$ cat config.mk
export PLATFORM = sky130hd
export DESIGN_NAME = isa_stream_tx
export DESIGN_NICKNAME = d
export VERILOG_FILES = /design/src/rtl/isa_stream_tx.sv
export SDC_FILE = /design/constraint.sdc
export NUM_CORES = 1
export LEC_CHECK = 0
export ABC_CLOCK_PERIOD_IN_PS = 8800
export BUFFER_PORTS_ARGS = -buffer_cell sky130_fd_sc_hd__buf_4
export CAP_MARGIN = 10
export CORE_ASPECT_RATIO = 0.7
export CORE_UTILIZATION = 50
export DETAILED_ROUTE_END_ITERATION = 10
export GPL_ROUTABILITY_DRIVEN = 0
export MAX_ROUTING_LAYER = met4
export PLACE_DENSITY = 0.68
export SYNTH_ARGS = -nofsm -noshare
export SYNTH_HDL_FRONTEND = slang
export SYNTH_SLANG_ARGS = --single-unit
$ cat constraint.sdc
create_clock -name clk -period 8.8 [get_ports clk]
set_input_delay 0.88 -clock clk [delete_from_list [all_inputs] [get_ports clk]]
set_output_delay 0.88 -clock clk [all_outputs]
set_load 0.01 [all_outputs]
$ cat src/rtl/isa_stream_tx.sv
// isa_stream_tx: fetches ISA words from SRAM, frames/filters instructions, streams them (clk, rst_n async low; start/base_addr/num_instr in; busy/done/err out; mem_rd_* SRAM port; tx_* valid/ready stream)
module isa_stream_tx #(
  parameter int PORT_WIDTH    = 128,
  parameter int ADDR_WIDTH    = 16,
  parameter int OPCODE_WIDTH  = 8,
  parameter int NUMWORD_WIDTH = 8,
  parameter int OPNUM         = 6,
  parameter int FIFO_DEPTH    = 4
) (
  input  logic                  clk,
  input  logic                  rst_n,
  input  logic                  start,
  input  logic [ADDR_WIDTH-1:0] base_addr,
  input  logic [15:0]           num_instr,
  output logic                  busy,
  output logic                  done,
  output logic                  err,
  output logic                  mem_rd_en,
  output logic [ADDR_WIDTH-1:0] mem_rd_addr,
  input  logic [PORT_WIDTH-1:0] mem_rd_dat,
  output logic [PORT_WIDTH-1:0] tx_dat,
  output logic                  tx_vld,
  output logic                  tx_last,
  input  logic                  tx_rdy
);
  localparam int PW = $clog2(FIFO_DEPTH);
  localparam int CW = PW + 1;
  localparam logic [31:0] OPN = 32'(OPNUM);
  typedef enum logic [2:0] {IDLE, HDR, HWAIT, BODY, DRAIN} state_t;
  state_t state, state_nx;
  logic [ADDR_WIDTH-1:0] addr;
  logic [15:0] cnt;
  logic [NUMWORD_WIDTH-1:0] rem, n_raw, n;
  logic [OPCODE_WIDTH-1:0] opc;
  logic inflight, rd_last, drop, zero_done;
  logic opc_ok, slot_free, rd_en, push, push_last, pop, body_end, drained;
  logic [PORT_WIDTH:0] fifo [FIFO_DEPTH];
  logic [PORT_WIDTH:0] head;
  logic [PW-1:0] wp, rp;
  logic [CW-1:0] count;
  assign opc       = mem_rd_dat[OPCODE_WIDTH-1:0];
  assign n_raw     = mem_rd_dat[OPCODE_WIDTH +: NUMWORD_WIDTH];
  assign n         = (n_raw == '0) ? NUMWORD_WIDTH'(1) : n_raw;
  assign opc_ok    = 32'(opc) < OPN;
  // A read reserves a buffer slot until its data lands, even if it is later dropped
  assign slot_free = (count + CW'(inflight)) < CW'(FIFO_DEPTH);
  assign rd_en     = slot_free && (state == HDR || (state == BODY && rem != '0));
  // HWAIT always has the header read in flight; BODY returns carry rd_last
  assign push      = inflight && ((state == HWAIT) ? opc_ok : (state == BODY && !drop));
  assign push_last = (state == HWAIT) ? (n == NUMWORD_WIDTH'(1)) : rd_last;
  assign body_end  = state == BODY && inflight && rd_last;
  assign drained   = count == '0 && !inflight;
  assign tx_vld    = count != '0;
  assign pop       = tx_vld && tx_rdy;
  assign head      = fifo[rp];
  assign tx_dat    = tx_vld ? head[PORT_WIDTH-1:0] : '0;
  assign tx_last   = tx_vld && head[PORT_WIDTH];
  assign mem_rd_en   = rd_en;
  assign mem_rd_addr = addr;
  assign busy      = state != IDLE;
  assign done      = (state == DRAIN && drained) || zero_done;
  always_comb begin
    state_nx = state;
    state_nx = (state == IDLE)  ? ((start && num_instr != '0) ? HDR : IDLE) :
               (state == HDR)   ? (rd_en ? HWAIT : HDR) :
               (state == HWAIT) ? ((n != NUMWORD_WIDTH'(1)) ? BODY : (cnt != 16'd1) ? HDR : DRAIN) :
               (state == BODY)  ? (body_end ? ((cnt != '0) ? HDR : DRAIN) : BODY) :
               (drained ? IDLE : DRAIN);
  end
  always_ff @(posedge clk or negedge rst_n) begin
    if (!rst_n) begin
      state     <= IDLE;
      addr      <= '0;
      cnt       <= '0;
      rem       <= '0;
      inflight  <= 1'b0;
      rd_last   <= 1'b0;
      drop      <= 1'b0;
      err       <= 1'b0;
      zero_done <= 1'b0;
      wp        <= '0;
      rp        <= '0;
      count     <= '0;
    end else begin
      state     <= state_nx;
      inflight  <= rd_en;
      rd_last   <= state == BODY && rem == NUMWORD_WIDTH'(1);
      zero_done <= state == IDLE && start && num_instr == '0;
      if (state == IDLE && start) begin
        addr <= base_addr;
        cnt  <= num_instr;
        err  <= 1'b0;
      end else if (rd_en) addr <= addr + ADDR_WIDTH'(1);
      if (state == HWAIT) begin
        cnt  <= cnt - 16'd1;
        rem  <= n - NUMWORD_WIDTH'(1);
        drop <= !opc_ok;
        if (!opc_ok) err <= 1'b1;
      end else if (state == BODY && rd_en) rem <= rem - NUMWORD_WIDTH'(1);
      if (push) wp <= wp + PW'(1);
      if (pop) rp <= rp + PW'(1);
      count <= count + CW'(push) - CW'(pop);
    end
  end
  always_ff @(posedge clk) if (push) fifo[wp] <= {push_last, mem_rd_dat};
endmodule

==> impl_metrics.toml <==
[status]
status = "finished clean"

[sta]
tightest_slew_ps = 1070
fmax_mhz = 223
min_period_ps = 4490
setup_viol = 0
skew_ps = 22.2
post-route-period-util_pct = 51.0
rsz0062_at_grt = "no"
tns_ps = 0
relSlewSlack_pct = 28.5
hold_violations = 0
slew_viol_final = 0

[die]
die_w_um = 257
num_io_pins = 314
initial_core_util_pct = 50.6
die_area_um2 = 46500
std_cell_rows = 65
die_h_um = 181
core_um2 = 45100

[detailed_routing]
vias = 11907
first_pass_iters = 4
drtIter0Drc = 839
drc = 0
ant_nets = 0
vias_per_cell = 5.52
wl_per_cell_um = 22.1
finalWirelength_um = 47600

[finish]
drive_gt1_share_pct = 35.3
final_cell_count_no_fill = 2158
syn_to_final_growth_pct = 20.1
nets = 1690
final_util_pct = 60.8
final_area_um2 = 27400

[pwr]
total_power_uw = 8510
seqPwrFrac_pct = 41.1
pwr-share-clk_pct = 25.2
swShare_pct = 30.5
p_switching_uw = 2600
combPwrFrac_pct = 33.7
p_per_area_nw_per_um2 = 311
internal-power_uw = 5920
p_leak_uw = 0.00948
ir_drop_mv = 0.181

[grt]
grt_pass1_vias = 12093
grt_max_degree = 90
grt_usage_pct = 21.2
grt_pass1_wl_um = 73000
antenna_found_initial = 1
grt-ovfl-total = 0

[clock_network]
ctsResizeCount = 0
cts_hold_buffers = 0
cts_buffers = 53
cts_setup_buffers = 0
cts-htree-levels = 2
cts_root_buffer = "clkbuf_16"
clk_path_buf_depth = 3
clk_pin_slew_ps = 60
clk_latency_ps = 580
clock-sinks = 571
tritoncts = "done"

[synth]
synthDistinctLibCells = 62
synth_edf_count = 516
synth_nets = 1372
ys_seq_area_share_pct = 74.0
yosys_warnings = 0
async_flop_share_pct = 9.63
syn_avg_cell_area_um2 = 19.1
netlist_instances = 1192
ys_seq_elements = 571
synth_area_um2 = 22800
synth_flop_cell = "edfxtp_1"

[place]
portBuffers = 313
dpl.cell_count = 2058
post_dp_cell_area_um2 = 25800
hpwl_um = 28400

[worst_setup_path]
slowest_delay_ps = 790
cpMostUsedCell = "buf_4"
critPathMaxFanout = 48
cp-start-kind = "flip-flop"
crit_arrival_ps = 3610
crit_path_cell_trace = "buf_4, buf_4, mux4_2, and2_1, buf_4"
regToRegSetupSlack_ps = 5040
required_ps = 7920
critical_path.slowest_cell = "dfrtp_4"
critPathKind = "flip-flop to output pin"
cp-end-kind = "output pin"

[min_path]
hold_path_class = "input pin to async pin"

[flow_run]
maxCapViolCount = 0
[kinds of logic after synthesis]
kind of cell	synth area share, %
XOR/XNOR	1.15
adder cells (fa/ha/maj)	0.911
buffers and inverters	1.44
multiplexers	13.0
AO/OA/AOI/OAI	2.21
flip-flops	74.0
AND/OR/NAND/NOR	7.32
[synth_stat cells (2+ instances only)]
master / n / area share (%)
or3_1: 6 / 0.16
mux4_2: 129 / 13
and2_1: 134 / 3.7
nor3b_1: 3 / 0.099
nor2_1: 23 / 0.38
nor4_1: 14 / 0.38
o221ai_1: 2 / 0.077
and4_1: 2 / 0.077
buf_2: 22 / 0.48
nand2_1: 43 / 0.71
a221o_1: 4 / 0.18
dfrtp_1: 55 / 6.0
a311o_1: 2 / 0.088
a21oi_1: 12 / 0.26
o21ai_0: 23 / 0.50
a211oi_1: 7 / 0.23
xor2_1: 3 / 0.12
ha_1: 15 / 0.82
or4_1: 2 / 0.066
nor3_1: 20 / 0.44
o311ai_0: 5 / 0.19
nor3b_2: 2 / 0.11
nand4_1: 7 / 0.19
buf_1: 8 / 0.13
nand3_1: 10 / 0.22
a211o_1: 2 / 0.077
edfxtp_1: 516 / 68
o211ai_1: 3 / 0.099
clkbuf_1: 30 / 0.49
mux2i_1: 2 / 0.088
mux2_2: 2 / 0.099
a31o_2: 2 / 0.077
inv_1: 18 / 0.30
and3_1: 5 / 0.14
a311oi_1: 4 / 0.15
xnor2_1: 27 / 1.0
nand2b_1: 3 / 0.082
[flip-flops by register name, summed over array words and instances (netlist names)]
register / count
zero_done: 1
rp: 2
inflight: 1
err: 1
cnt: 16
drop: 1
rd_last: 1
rem: 8
wp: 2
count: 3
mem_rd_addr: 16
state: 3
fifo: 516
[through the flow]
stage | setup WS [ps] | hold slack (ps)
finish | 4310 | 371
global route | 4140 | 424
CTS | 4230 | 381
detailed placement | 4430 | 469
global placement | 4440 | 463
floorplan | 3560 | 441
[power by group through the flow]
stage / Clock, uW / Combinational (uW) / Sequential (uW)
after detailed placement: 0 / 2910 / 3550
after global routing: 2290 / 3100 / 3540
after CTS: 2190 / 2920 / 3500
final: 2140 / 2870 / 3500
after global placement: 0 / 2890 / 3540
after floorplan: 0 / 1810 / 3430
[routing by layer]
metal	share of wire (%)	GRT usage (%)	vias to the layer above	wire, um
li1	-	-	5393	-
met1	45	30.5	6111	21600
met2	47	32.0	341	22400
met3	6.1	4.01	62	2890
met4	1.6	4.38	0	741
met5	0	-	-	0
[critical path, delay by kind of cell (launching register included)]
kind / cells / cell delay (ps)
multiplexers: 1 / 420
AND/OR/NAND/NOR: 1 / 200
flip-flops: 1 / 790
buffers and inverters: 3 / 1560
[layout by cell type, fill, tap and decap left out, types with 20 or more instances in the layout]
| master | instances |
|---|---|
| edfxtp_1 | 516 |
| buf_4 | 323 |
| and2_1 | 130 |
| mux4_2 | 129 |
| clkbuf_16 | 57 |
| dfrtp_1 | 53 |
| nand2_1 | 43 |
| xnor2_1 | 27 |
| o21ai_0 | 23 |
| nor2_1 | 22 |
| nor3_1 | 20 |
[cell type report]
type                            instances  area [um2]
Antenna cell                            2        5.00
Clock buffer                           72        1490
Clock inverter                         26         121
Fill cell                            3344       17700
Inverter                               18        67.6
Multi-Input combinational cell        542        5620
Sequential cell                       571       16900
Tap cell                              603         754
Timing Repair Buffer                  324        2440
[worst paths after layout]
path,from,end,depth (start not counted)
max reg2reg,state[1],fifo[2][15],4
min in group clk,drop,drop,2
max in group asynchronous,rst_n,rp[0],1
min reg2reg,drop,drop,2
min,rst_n,cnt[7],1
max,rp[1],tx_dat[69],5
(Power assumes the default switching activity.)
